`config.mk`:
```
export PLATFORM = sky130hd
export DESIGN_NAME = cdc_tx_arbiter
export DESIGN_NICKNAME = d
export VERILOG_FILES = /design/src/rtl/cdc_pkg.sv /design/src/rtl/cdc_sync_bit.sv /design/src/rtl/cdc_tx_arbiter.sv
export SDC_FILE = /design/constraint.sdc
export NUM_CORES = 1
export LEC_CHECK = 0
export ABC_AREA = 1
export BUFFER_PORTS_ARGS = -buffer_cell sky130_fd_sc_hd__buf_2
export CORE_MARGIN = 10
export CORE_UTILIZATION = 59
export DETAILED_ROUTE_END_ITERATION = 12
export GPL_ROUTABILITY_DRIVEN = 0
export GPL_TIMING_DRIVEN = 0
export HOLD_SLACK_MARGIN = 0.03
export PLACE_DENSITY = 0.91
export SETUP_SLACK_MARGIN = 0.2
export SYNTH_ARGS = -nofsm -noshare
export SYNTH_HDL_FRONTEND = slang
export SYNTH_SLANG_ARGS = --single-unit
```
`constraint.sdc`:
```
create_clock -name sclk -period 3.8 [get_ports sclk]
set_clock_uncertainty 0.1 [all_clocks]
set_input_delay 0.76 -clock sclk [delete_from_list [all_inputs] [get_ports sclk]]
set_output_delay 0.76 -clock sclk [all_outputs]
set_load 0.01 [all_outputs]
```
`src/rtl/cdc_pkg.sv`:
```
// Shared constants for the sclk->pclk transmit arbiter.
// Optional statistics outputs are enabled with the CDC_TX_STATS_EN macro.
package cdc_pkg;

  // FSM state encoding
  localparam logic [1:0] ST_IDLE   = 2'd0;
  localparam logic [1:0] ST_REQ_HI = 2'd1;
  localparam logic [1:0] ST_REQ_LO = 2'd2;

  // Default geometry
  localparam int unsigned DEF_DATA_W      = 6;
  localparam int unsigned DEF_SYNC_STAGES = 2;

  // Statistics: transfer counter saturation and handshake dwell timeout
  localparam int unsigned STATS_CNT_W   = 16;
  localparam logic [15:0] STATS_SAT     = 16'hFFFF;
  localparam int unsigned DWELL_W       = 8;
  localparam int unsigned TIMEOUT_LIMIT = 255;

endpackage

```
`src/rtl/cdc_sync_bit.sv`:
```
// Single-bit multi-flop synchronizer with async active-low reset.
module cdc_sync_bit #(
  parameter int unsigned STAGES = 2
) (
  input  logic clk,
  input  logic rst_n,
  input  logic d,
  output logic q
);

  logic [STAGES-1:0] sync_q;

  // Shift the asynchronous input through the flop chain
  always_ff @(posedge clk or negedge rst_n) begin
    if (!rst_n) begin
      sync_q <= '0;
    end else begin
      sync_q <= {sync_q[STAGES-2:0], d};
    end
  end

  assign q = sync_q[STAGES-1];

endmodule

```
`src/rtl/cdc_tx_arbiter.sv`:
```
// Round-robin arbiter sharing one 4-phase req/ack CDC channel (sclk -> pclk).
// Define CDC_TX_STATS_EN to add the xfer_count / ack_timeout outputs.
module cdc_tx_arbiter
  import cdc_pkg::*;
#(
  parameter int unsigned NUM_REQ     = 4,
  parameter int unsigned DATA_W      = DEF_DATA_W,
  parameter int unsigned SYNC_STAGES = DEF_SYNC_STAGES
) (
  input  logic                       sclk,
  input  logic                       rst_n,
  input  logic [NUM_REQ-1:0]         req_valid,
  input  logic [NUM_REQ*DATA_W-1:0]  req_data,
  output logic [NUM_REQ-1:0]         req_ready,
  output logic                       xfer_req,
  output logic [DATA_W-1:0]          xfer_data,
  input  logic                       xfer_ack_async,
  output logic [$clog2(NUM_REQ)-1:0] grant_id,
  output logic                       busy
`ifdef CDC_TX_STATS_EN
  ,
  output logic [15:0]                xfer_count,
  output logic                       ack_timeout
`endif
);

  localparam int unsigned ID_W = $clog2(NUM_REQ);

  logic [1:0]        state_q, state_nxt;
  logic [ID_W-1:0]   rr_ptr_q, rr_ptr_nxt;
  logic [ID_W-1:0]   grant_id_nxt;
  logic              xfer_req_nxt;
  logic [DATA_W-1:0] xfer_data_nxt;
  logic              ack_s;

  logic [DATA_W-1:0] data_arr [NUM_REQ];
  logic              win_vld_c;
  logic [ID_W-1:0]   win_id_c;
  logic [DATA_W-1:0] win_data_c;

  // Bring the receiver ack into sclk
  cdc_sync_bit #(
    .STAGES (SYNC_STAGES)
  ) u_ack_sync (
    .clk   (sclk),
    .rst_n (rst_n),
    .d     (xfer_ack_async),
    .q     (ack_s)
  );

  // Unpack requester payloads
  always_comb begin
    for (int i = 0; i < NUM_REQ; i++) begin
      data_arr[i] = req_data[i*DATA_W +: DATA_W];
    end
  end

  // Round-robin pick: first valid at or above the pointer, wrapping
  always_comb begin
    int unsigned cand;
    win_vld_c  = 1'b0;
    win_id_c   = '0;
    win_data_c = '0;
    cand       = 0;
    for (int unsigned k = 0; k < NUM_REQ; k++) begin
      cand = 32'(rr_ptr_q) + k;
      if (cand >= NUM_REQ) cand = cand - NUM_REQ;
      if (!win_vld_c && req_valid[ID_W'(cand)]) begin
        win_vld_c  = 1'b1;
        win_id_c   = ID_W'(cand);
        win_data_c = data_arr[ID_W'(cand)];
      end
    end
  end

  // State and handshake output registers
  always_ff @(posedge sclk or negedge rst_n) begin
    if (!rst_n) begin
      state_q   <= ST_IDLE;
      rr_ptr_q  <= '0;
      grant_id  <= '0;
      xfer_req  <= 1'b0;
      xfer_data <= '0;
    end else begin
      state_q   <= state_nxt;
      rr_ptr_q  <= rr_ptr_nxt;
      grant_id  <= grant_id_nxt;
      xfer_req  <= xfer_req_nxt;
      xfer_data <= xfer_data_nxt;
    end
  end

  // Next-state logic; a grant only happens in IDLE once the ack has released
  always_comb begin
    state_nxt     = state_q;
    rr_ptr_nxt    = rr_ptr_q;
    grant_id_nxt  = grant_id;
    xfer_req_nxt  = xfer_req;
    xfer_data_nxt = xfer_data;
    req_ready     = '0;
    case (state_q)
      ST_IDLE: begin
        if (win_vld_c && !ack_s) begin
          req_ready     = NUM_REQ'(1) << win_id_c;
          xfer_data_nxt = win_data_c;
          grant_id_nxt  = win_id_c;
          rr_ptr_nxt    = (win_id_c == ID_W'(NUM_REQ - 1)) ? '0 : win_id_c + ID_W'(1);
          xfer_req_nxt  = 1'b1;
          state_nxt     = ST_REQ_HI;
        end
      end
      ST_REQ_HI: begin
        if (ack_s) begin
          xfer_req_nxt = 1'b0;
          state_nxt    = ST_REQ_LO;
        end
      end
      ST_REQ_LO: begin
        if (!ack_s) begin
          state_nxt = ST_IDLE;
        end
      end
      default: begin
        xfer_req_nxt = 1'b0;
        state_nxt    = ST_IDLE;
      end
    endcase
  end

  assign busy = (state_q != ST_IDLE);

`ifdef CDC_TX_STATS_EN
  logic [DWELL_W-1:0] dwell_q;

  // Completed-transfer counter and sticky handshake-stall flag
  always_ff @(posedge sclk or negedge rst_n) begin
    if (!rst_n) begin
      xfer_count  <= '0;
      ack_timeout <= 1'b0;
      dwell_q     <= '0;
    end else begin
      if (state_q == ST_REQ_LO && state_nxt == ST_IDLE && xfer_count != STATS_SAT) begin
        xfer_count <= xfer_count + 16'd1;
      end
      if (state_nxt != state_q || state_q == ST_IDLE) begin
        dwell_q <= '0;
      end else if (dwell_q != DWELL_W'(TIMEOUT_LIMIT)) begin
        dwell_q <= dwell_q + DWELL_W'(1);
      end else begin
        ack_timeout <= 1'b1;
      end
    end
  end
`endif

endmodule

```
==> report_table.html, run 1 <==
<table>
<tr><th>Metric</th><th>Value</th></tr>
<tr><th colspan="2">STA</th></tr>
<tr><td>Worst rel slew slack</td><td>65.2%</td></tr>
<tr><td>Slew of the pin with the lowest slew margin</td><td>0.522 ns</td></tr>
<tr><td>Number of pins with negative max-slew slack in the final report</td><td>0</td></tr>
<tr><td>RSZ-0062 raised after global routing</td><td>no</td></tr>
<tr><td>Min cycle time layout</td><td>3.24 ns</td></tr>
<tr><td>Crit share post-route</td><td>85.2%</td></tr>
<tr><td>Final Worst Setup Slack</td><td>0.561 ns</td></tr>
<tr><td>Highest clock frequency the design can meet</td><td>0.309 GHz</td></tr>
<tr><td>Total Negative Setup Slacks</td><td>0 ns</td></tr>
<tr><td>Post-Route Hold Slack</td><td>0.247 ns</td></tr>
<tr><td>Count of final hold-check violations</td><td>0</td></tr>
<tr><td>Number of setup violations in the final report</td><td>0</td></tr>
<tr><th colspan="2">Logic synthesis</th></tr>
<tr><td>Yosys cell types</td><td>24</td></tr>
<tr><td>Synthesized cell area</td><td>0.00187 mm^2</td></tr>
<tr><td>Number of enable-type register cells in the synthesized netlist</td><td>0</td></tr>
<tr><td>Post-synthesis register bit count</td><td>15</td></tr>
<tr><td>Prevailing post-synth register cell</td><td>sky130_fd_sc_hd__dfrtp_1</td></tr>
<tr><td>Cells after synthesis</td><td>336</td></tr>
<tr><td>Sequential share of the synthesized area</td><td>20.1%</td></tr>
<tr><td>Mapped Nets</td><td>371</td></tr>
<tr><td>Synth Area per Inst</td><td>5.57 um^2</td></tr>
<tr><td>Yosys warns</td><td>0</td></tr>
<tr><td>Async set-or-reset flop fraction in the synthesized netlist</td><td>100%</td></tr>
<tr><th colspan="2">Detailed routing</th></tr>
<tr><td>Average wire per cell in the routed design</td><td>12.0 um</td></tr>
<tr><td>Number of search-and-repair iterations in the first detailed-routing pass</td><td>4</td></tr>
<tr><td>Number of nets still failing antenna checks after routing</td><td>0</td></tr>
<tr><td>Wire length reported by the detailed router</td><td>5.13 mm</td></tr>
<tr><td>Routed vias</td><td>2167</td></tr>
<tr><td>Detailed router's first-iteration violation count</td><td>179</td></tr>
<tr><td>Vias per inst</td><td>5.06</td></tr>
<tr><td>DRC violations left</td><td>0</td></tr>
<tr><th colspan="2">Placed design</th></tr>
<tr><td>Placed wire-length estimate after detailed placement</td><td>4.08 mm</td></tr>
<tr><td>Placed cell count</td><td>424</td></tr>
<tr><td>Number of port buffers</td><td>44</td></tr>
<tr><td>Pre-CTS setup slack</td><td>0.555 ns</td></tr>
<tr><th colspan="2">Floorplan</th></tr>
<tr><td>Initial standard-cell utilization of the core</td><td>61.3%</td></tr>
<tr><td>Top-level I/O count</td><td>45</td></tr>
<tr><td>Number of rows in the core area</td><td>20</td></tr>
<tr><td>Vertical die dimension</td><td>76.3 um</td></tr>
<tr><td>Die W</td><td>76.3 um</td></tr>
<tr><td>Core ar.</td><td>0.00305 mm^2</td></tr>
<tr><td>Die footprint</td><td>0.00582 mm^2</td></tr>
<tr><th colspan="2">CTS</th></tr>
<tr><td>Post CTS Setup Buffer Count</td><td>0</td></tr>
<tr><td>Skew-Pair Late Insertion Delay</td><td>0.29 ns</td></tr>
<tr><td>Number of cells upsized or downsized after cts</td><td>0</td></tr>
<tr><td>Clock transition at the register clock pins on the worst setup and hold paths after CTS</td><td>0.09 ns</td></tr>
<tr><td>Clk root buf</td><td>sky130_fd_sc_hd__clkbuf_4</td></tr>
<tr><td>Number of buffers inserted by hold repair at cts</td><td>0</td></tr>
<tr><td>TritonCTS clock tree</td><td>built</td></tr>
<tr><td>TritonCTS sink count</td><td>15</td></tr>
<tr><td>Number of buffers added by the clock tree synthesis step</td><td>3</td></tr>
<tr><td>Maximum clock insertion buffer count</td><td>2</td></tr>
<tr><td>CTS H-tree depth</td><td>1</td></tr>
<tr><th colspan="2">Cells and area</th></tr>
<tr><td>Final cell count without fillers</td><td>428</td></tr>
<tr><td>Total Nets Final</td><td>420</td></tr>
<tr><td>Layout Area Growth over Synthesis</td><td>16.2%</td></tr>
<tr><td>Ratio of cells with drive above 1 in the final layout</td><td>22.7%</td></tr>
<tr><td>Ant. Diodes</td><td>0</td></tr>
<tr><td>Fin util</td><td>71.2%</td></tr>
<tr><td>Fillers</td><td>299</td></tr>
<tr><th colspan="2">Worst hold path</th></tr>
<tr><td>Worst min-delay path category</td><td>input port to asynchronous set/reset pin</td></tr>
<tr><th colspan="2">Global route</th></tr>
<tr><td>Initial antenna violation count</td><td>0</td></tr>
<tr><td>Global routing usage summed across all routing layers</td><td>17.8%</td></tr>
<tr><td>Residual overflow from global routing</td><td>0</td></tr>
<tr><td>Wire length of the first global-routing pass</td><td>9.02 mm</td></tr>
<tr><td>Pin count of the biggest net entering global routing</td><td>16</td></tr>
<tr><td>Vias in the first global route</td><td>2088</td></tr>
<tr><th colspan="2">Setup path</th></tr>
<tr><td>Required time of the worst setup path</td><td>2.94 ns</td></tr>
<tr><td>Arrival time worst endpoint</td><td>2.38 ns</td></tr>
<tr><td>CP startpoint kind</td><td>input port</td></tr>
<tr><td>Crit. End Element</td><td>primary output</td></tr>
<tr><td>Critical path peak fanout</td><td>10</td></tr>
<tr><td>Critical path type</td><td>input port to primary output</td></tr>
<tr><th colspan="2">Power and ir drop</th></tr>
<tr><td>Leakage power figure</td><td>0.00138 uW</td></tr>
<tr><td>Max VDD drop</td><td>0.000367 V</td></tr>
<tr><td>Cell area power density</td><td>912 mW/mm^2</td></tr>
<tr><th colspan="2">Run status</th></tr>
<tr><td>Run status</td><td>complete, no violations</td></tr>
<tr><th colspan="2">Flow run</th></tr>
<tr><td>Number of max-capacitance violations reported</td><td>0</td></tr>
</table>
==> synthesized netlist by cell type, types with 2 or more instances <==
library cell	n	area [um^2]
sky130_fd_sc_hd__buf_4	2	15.0
sky130_fd_sc_hd__a21oi_1	2	10.0
sky130_fd_sc_hd__nor2_1	7	26.3
sky130_fd_sc_hd__o21ai_2	4	35.0
sky130_fd_sc_hd__dfrtp_1	15	375
sky130_fd_sc_hd__buf_6	5	56.3
sky130_fd_sc_hd__nand2_4	6	67.6
sky130_fd_sc_hd__nand3_1	24	120
sky130_fd_sc_hd__inv_4	2	12.5
sky130_fd_sc_hd__inv_1	21	78.8
sky130_fd_sc_hd__ha_1	4	50.1
sky130_fd_sc_hd__nand2_2	8	50.1
sky130_fd_sc_hd__nand3_2	2	20.0
sky130_fd_sc_hd__nand4_1	7	43.8
sky130_fd_sc_hd__o21ai_0	2	10.0
sky130_fd_sc_hd__nand3_4	2	35.0
sky130_fd_sc_hd__nand2_1	211	792
sky130_fd_sc_hd__buf_2	6	30.0
==> cells in the final DEF (no fill, tap or decap), drive strengths merged <==
master	netlist	final
a21oi	2	2
a31oi	1	1
buf	14	58
clkbuf	1	4
clkinv	0	1
dfrtp	15	15
ha	4	4
inv	24	24
nand2	225	225
nand3	28	28
nand4	7	7
nor2	8	8
nor3	1	1
o21ai	6	6
==> cell families (layout without fill, tap and decap cells) <==
logic type | Yosys count | after routing | synth area share, %
DFF | 15 | 15 | 20.1
and+or+nand+nor | 269 | 269 | 63.1
AOI/OAI and AO/OA | 9 | 9 | 3.28
buffers and inverters | 39 | 87 | 10.9
adders and majority gates | 4 | 4 | 2.68
==> per-layer routing <==
metal / wire (um) / share of wire, % / GRT usage (%)
met3: 294 / 5.7 / 3.54
met2: 2610 / 51 / 31.4
met1: 2130 / 41 / 20.1
met4: 104 / 2.0 / 7.99
met5: 0 / 0 / 0
==> critical path, stage by stage <==
cell	delay [ns]
sky130_fd_sc_hd__buf_2	0.10
sky130_fd_sc_hd__inv_1	0.06
sky130_fd_sc_hd__nand2_1	0.09
sky130_fd_sc_hd__nand3_2	0.12
sky130_fd_sc_hd__nand2_4	0.12
sky130_fd_sc_hd__nor2_8	0.19
sky130_fd_sc_hd__buf_6	0.16
sky130_fd_sc_hd__nand4_1	0.13
sky130_fd_sc_hd__nand2_1	0.15
sky130_fd_sc_hd__inv_1	0.08
sky130_fd_sc_hd__ha_1	0.19
sky130_fd_sc_hd__inv_1	0.05
sky130_fd_sc_hd__nor2_1	0.04
sky130_fd_sc_hd__buf_2	0.13
==> worst paths after layout <==
check / cells past startpoint / slack, ns / to / startpoint
max: 14 / 0.56 / req_ready[2] / req_valid[3]
min: 1 / 0.25 / xfer_req / rst_n
max reg2reg: 13 / 1.49 / rr_ptr_q[1] / rr_ptr_q[0]
min reg2reg: 0 / 0.26 / u_ack_sync.sync_q[1] / u_ack_sync.sync_q[0]
max in group asynchronous: 1 / 3.11 / xfer_data[4] / rst_n
min in group sclk: 0 / 0.26 / u_ack_sync.sync_q[1] / u_ack_sync.sync_q[0]
==> power breakdown <==
group,switching [uW],internal [uW],leakage [uW]
combinational,1090,555,0.00117
sequential,29.2,216,0.000186
clock,53.8,39.3,0.0000177
total,1170,811,0.00138
==> layout make-up <==
type	count	area, um^2	area share [%]
clock inverter	1	5.00	0.230
tap	44	55.1	2.53
multi-input combinational	282	1290	59.4
buffer	15	109	5.01
sequential	15	375	17.3
clock buffer	3	22.5	1.04
timing repair buffer	44	220	10.1
inverter	24	95.1	4.38
==> sequential cells by signal, indices dropped and copies added, names as in the netlist <==
name	cells
xfer_data	6
state_q	2
u_ack_sync.sync_q	2
xfer_req	1
rr_ptr_q	2
grant_id	2
==> through the flow <==
step | power [uW] | area, um^2
finish | 1980 | 2170
detailed placement | 1880 | 2150
global route | 2230 | 2170
floorplan | 1510 | 1870
CTS | 1980 | 2170
global placement | 1830 | 2150
No activity file was read; power rests on OpenSTA's default activity.
==> inputs of run 2 (changes only) <==
--- a/config.mk
+++ b/config.mk
@@ -13,8 +13,9 @@
 export GPL_ROUTABILITY_DRIVEN = 0
 export GPL_TIMING_DRIVEN = 0
 export HOLD_SLACK_MARGIN = 0.03
-export PLACE_DENSITY = 0.91
+export PLACE_DENSITY = 0.95
 export SETUP_SLACK_MARGIN = 0.2
+export SKIP_CTS_REPAIR_TIMING = 1
 export SYNTH_ARGS = -nofsm -noshare
 export SYNTH_HDL_FRONTEND = slang
 export SYNTH_SLANG_ARGS = --single-unit
==> run 2 against run 1 <==
Flip-flop and latch count did not move. Clock power fell by 4.7%. Global-route usage rose by 0.72 points. Worst hold slack improved by 0.00084 ns. First-iteration DRC count rose by 54%. Non-clock buffer count did not move. Via count rose by 7.8%. Die area did not move. Sequential power barely moved. Clock-buffer cell count rose by 1. Final cell count did not move. Combinational power barely moved. Critical path type unchanged. Highest routed layer unchanged.
==> report_table.html, run 2 (synthesized netlist as in run 1, its figures left out) <==
<table>
<tr><th>Metric</th><th>Value</th></tr>
<tr><th colspan="2">Cells and area</th></tr>
<tr><td>Area of combinational cells with multiple inputs</td><td>0.00129 mm^2</td></tr>
<tr><td>Commonest non-fill, non-tap cell in the layout</td><td>sky130_fd_sc_hd__nand2_1</td></tr>
<tr><td>Ratio of cells with drive above 1 in the final layout</td><td>22.4%</td></tr>
<tr><td>Fillers</td><td>296</td></tr>
<tr><td>Number of flip-flops under the largest register name</td><td>6</td></tr>
<tr><td>Register area</td><td>375 um^2</td></tr>
<tr><td>Top library cells by usage in the layout, fill and taps aside</td><td>sky130_fd_sc_hd__nand2_1 (211), sky130_fd_sc_hd__buf_2 (50), sky130_fd_sc_hd__nand3_1 (24)</td></tr>
<tr><td>Fin util</td><td>71.1%</td></tr>
<tr><td>Layout Area Growth over Synthesis</td><td>16.1%</td></tr>
<tr><td>Total Nets Final</td><td>420</td></tr>
<tr><td>Ant. Diodes</td><td>0</td></tr>
<tr><td>Most flops, register</td><td>xfer_data</td></tr>
<tr><th colspan="2">Setup path</th></tr>
<tr><td>Required time of the worst setup path</td><td>2.94 ns</td></tr>
<tr><td>Critical path, cell by cell</td><td>buf_2, inv_1, nand2_1, nand3_2, nand2_4, nor2_8, buf_6, nand4_1, nand2_1, inv_1, ha_1, inv_1, nor2_1, buf_2</td></tr>
<tr><td>Critical path type</td><td>input port to primary output</td></tr>
<tr><td>Delay contributed by the slowest stage of the critical path</td><td>0.20 ns</td></tr>
<tr><td>Launching instance or port of the critical path</td><td>req_valid[3]</td></tr>
<tr><td>Worst reg2reg setup slack</td><td>1.45 ns</td></tr>
<tr><td>CP startpoint kind</td><td>input port</td></tr>
<tr><td>Reg-to-reg startpoint</td><td>rr_ptr_q[1]</td></tr>
<tr><td>Critical path peak fanout</td><td>10</td></tr>
<tr><td>Crit. End Element</td><td>primary output</td></tr>
<tr><td>Crit path top cell by count</td><td>sky130_fd_sc_hd__inv_1</td></tr>
<tr><td>Number of cells on the worst reg-to-reg path</td><td>14</td></tr>
<tr><td>Arrival time worst endpoint</td><td>2.41 ns</td></tr>
<tr><td>Master of the slowest instance on the critical path</td><td>sky130_fd_sc_hd__nor2_8</td></tr>
<tr><td>Crit Reg-Reg Endpoint</td><td>rr_ptr_q[1]</td></tr>
<tr><th colspan="2">STA</th></tr>
<tr><td>RSZ-0062 raised after global routing</td><td>no</td></tr>
<tr><td>Count of final hold-check violations</td><td>0</td></tr>
<tr><td>Total Negative Setup Slacks</td><td>0 ns</td></tr>
<tr><td>Min cycle time layout</td><td>3.27 ns</td></tr>
<tr><td>Crit share post-route</td><td>86.0%</td></tr>
<tr><td>Worst rel slew slack</td><td>60.9%</td></tr>
<tr><td>Slew of the pin with the lowest slew margin</td><td>0.586 ns</td></tr>
<tr><td>Highest clock frequency the design can meet</td><td>0.306 GHz</td></tr>
<tr><td>Number of pins with negative max-slew slack in the final report</td><td>0</td></tr>
<tr><td>Number of setup violations in the final report</td><td>0</td></tr>
<tr><th colspan="2">Floorplan</th></tr>
<tr><td>Core ar.</td><td>0.00305 mm^2</td></tr>
<tr><td>Die W</td><td>76.3 um</td></tr>
<tr><td>Die footprint</td><td>0.00582 mm^2</td></tr>
<tr><td>Vertical die dimension</td><td>76.3 um</td></tr>
<tr><td>Initial standard-cell utilization of the core</td><td>61.3%</td></tr>
<tr><td>Top-level I/O count</td><td>45</td></tr>
<tr><td>Number of rows in the core area</td><td>20</td></tr>
<tr><th colspan="2">Power and ir drop</th></tr>
<tr><td>Sequential fraction of design power</td><td>12.3%</td></tr>
<tr><td>Leakage power figure</td><td>0.00137 uW</td></tr>
<tr><td>Max VDD drop</td><td>0.000466 V</td></tr>
<tr><td>Cell area power density</td><td>924 mW/mm^2</td></tr>
<tr><td>Net switching power</td><td>1200 uW</td></tr>
<tr><td>Cell internal power dissipation</td><td>808 uW</td></tr>
<tr><td>Fraction of power consumed by the clock network</td><td>4.4%</td></tr>
<tr><td>Combinational group share of total power</td><td>83.3%</td></tr>
<tr><td>Switching part of the total power</td><td>59.7%</td></tr>
<tr><th colspan="2">Global route</th></tr>
<tr><td>Residual overflow from global routing</td><td>0</td></tr>
<tr><td>Pin count of the biggest net entering global routing</td><td>16</td></tr>
<tr><td>Wire length of the first global-routing pass</td><td>9.56 mm</td></tr>
<tr><td>Initial antenna violation count</td><td>0</td></tr>
<tr><td>Vias in the first global route</td><td>2187</td></tr>
<tr><td>Global routing usage summed across all routing layers</td><td>18.5%</td></tr>
<tr><th colspan="2">Worst hold path</th></tr>
<tr><td>Hold path startpoint</td><td>u_ack_sync.sync_q[0]</td></tr>
<tr><td>Worst min-delay path category</td><td>flip-flop to flip-flop</td></tr>
<tr><td>Cell depth of the worst hold path</td><td>0</td></tr>
<tr><td>Hold Path End</td><td>u_ack_sync.sync_q[1]</td></tr>
<tr><th colspan="2">Run status</th></tr>
<tr><td>Run status</td><td>complete, no violations</td></tr>
<tr><th colspan="2">Detailed routing</th></tr>
<tr><td>Average wire per cell in the routed design</td><td>12.7 um</td></tr>
<tr><td>DRC violations left</td><td>0</td></tr>
<tr><td>Routed vias</td><td>2337</td></tr>
<tr><td>Detailed router's first-iteration violation count</td><td>276</td></tr>
<tr><td>Number of search-and-repair iterations in the first detailed-routing pass</td><td>6</td></tr>
<tr><td>Number of nets still failing antenna checks after routing</td><td>0</td></tr>
<tr><td>Wire length reported by the detailed router</td><td>5.43 mm</td></tr>
<tr><td>Vias per inst</td><td>5.46</td></tr>
<tr><th colspan="2">CTS</th></tr>
<tr><td>TritonCTS sink count</td><td>15</td></tr>
<tr><td>Skew-Pair Late Insertion Delay</td><td>0.28 ns</td></tr>
<tr><td>CTS H-tree depth</td><td>1</td></tr>
<tr><td>Number of buffers added by the clock tree synthesis step</td><td>3</td></tr>
<tr><td>Clk root buf</td><td>sky130_fd_sc_hd__clkbuf_4</td></tr>
<tr><td>Clock transition at the register clock pins on the worst setup and hold paths after CTS</td><td>0.08 ns</td></tr>
<tr><td>Maximum clock insertion buffer count</td><td>2</td></tr>
<tr><td>TritonCTS clock tree</td><td>built</td></tr>
<tr><th colspan="2">Placed design</th></tr>
<tr><td>Number of port buffers</td><td>44</td></tr>
<tr><td>Placed wire-length estimate after detailed placement</td><td>4.18 mm</td></tr>
<tr><th colspan="2">Flow run</th></tr>
<tr><td>Number of max-capacitance violations reported</td><td>0</td></tr>
</table>
## run 2: cell count changes in the layout (fill, tap and decap cells not counted)
cell                       previous run  this run
sky130_fd_sc_hd__clkbuf_1             1         2
sky130_fd_sc_hd__clkinv_2             1         0
## run 2: final cells by class
| cell class | count | share of cell area [%] |
|---|---|---|
| Tap cell | 44 | 2.53 |
| Clock buffer | 4 | 1.21 |
| Inverter | 24 | 4.38 |
| Buffer | 15 | 5.01 |
| Sequential cell | 15 | 17.3 |
| Multi-Input combinational cell | 282 | 59.4 |
| Timing Repair Buffer | 44 | 10.1 |
## run 2: critical path: cells and delay by family
kind          cells  cell delay, ns
simple gates      7            0.86
buf+inv           6            0.58
fa+ha+maj         1            0.20
## run 2: stage by stage
stage	worst slack [ns]	power (uW)	instance area [um^2]	hold slack [ns]	instances
after CTS	0.559	1990	2170	0.260	428
after global placement	0.605	1820	2150	0.233	424
after floorplan	0.975	1510	1870	0.231	336
final	0.530	2010	2170	0.248	428
after detailed placement	0.554	1880	2150	0.271	424
after global routing	0.385	2230	2170	0.256	428
## run 2: worst max path at each step
stage,to,slack [ns],depth (start not counted)
2_1_floorplan,req_ready[0],0.98,11
3_3_place_gp,req_ready[3],0.61,14
3_5_place_dp,req_ready[3],0.55,14
4_1_cts,req_ready[3],0.56,14
5_1_grt,req_ready[1],0.38,14
6_report,req_ready[3],0.53,14
## run 2: routing by layer
metal / share of wire [%] / GRT usage (%) / wire length (um)
met5: 0 / 0 / 0
met4: 3.9 / 9.67 / 209
met3: 9.3 / 3.54 / 506
met2: 50 / 33.0 / 2700
met1: 37 / 20.3 / 2010
## run 2: power by group through the flow
stage	logic [uW]	clock network (uW)	registers, uW
4_1_cts	1650	93.5	246
3_5_place_dp	1630	0	250
5_1_grt	1880	97.3	252
6_report	1670	88.7	246
3_3_place_gp	1580	0	245
2_1_floorplan	1240	0	265
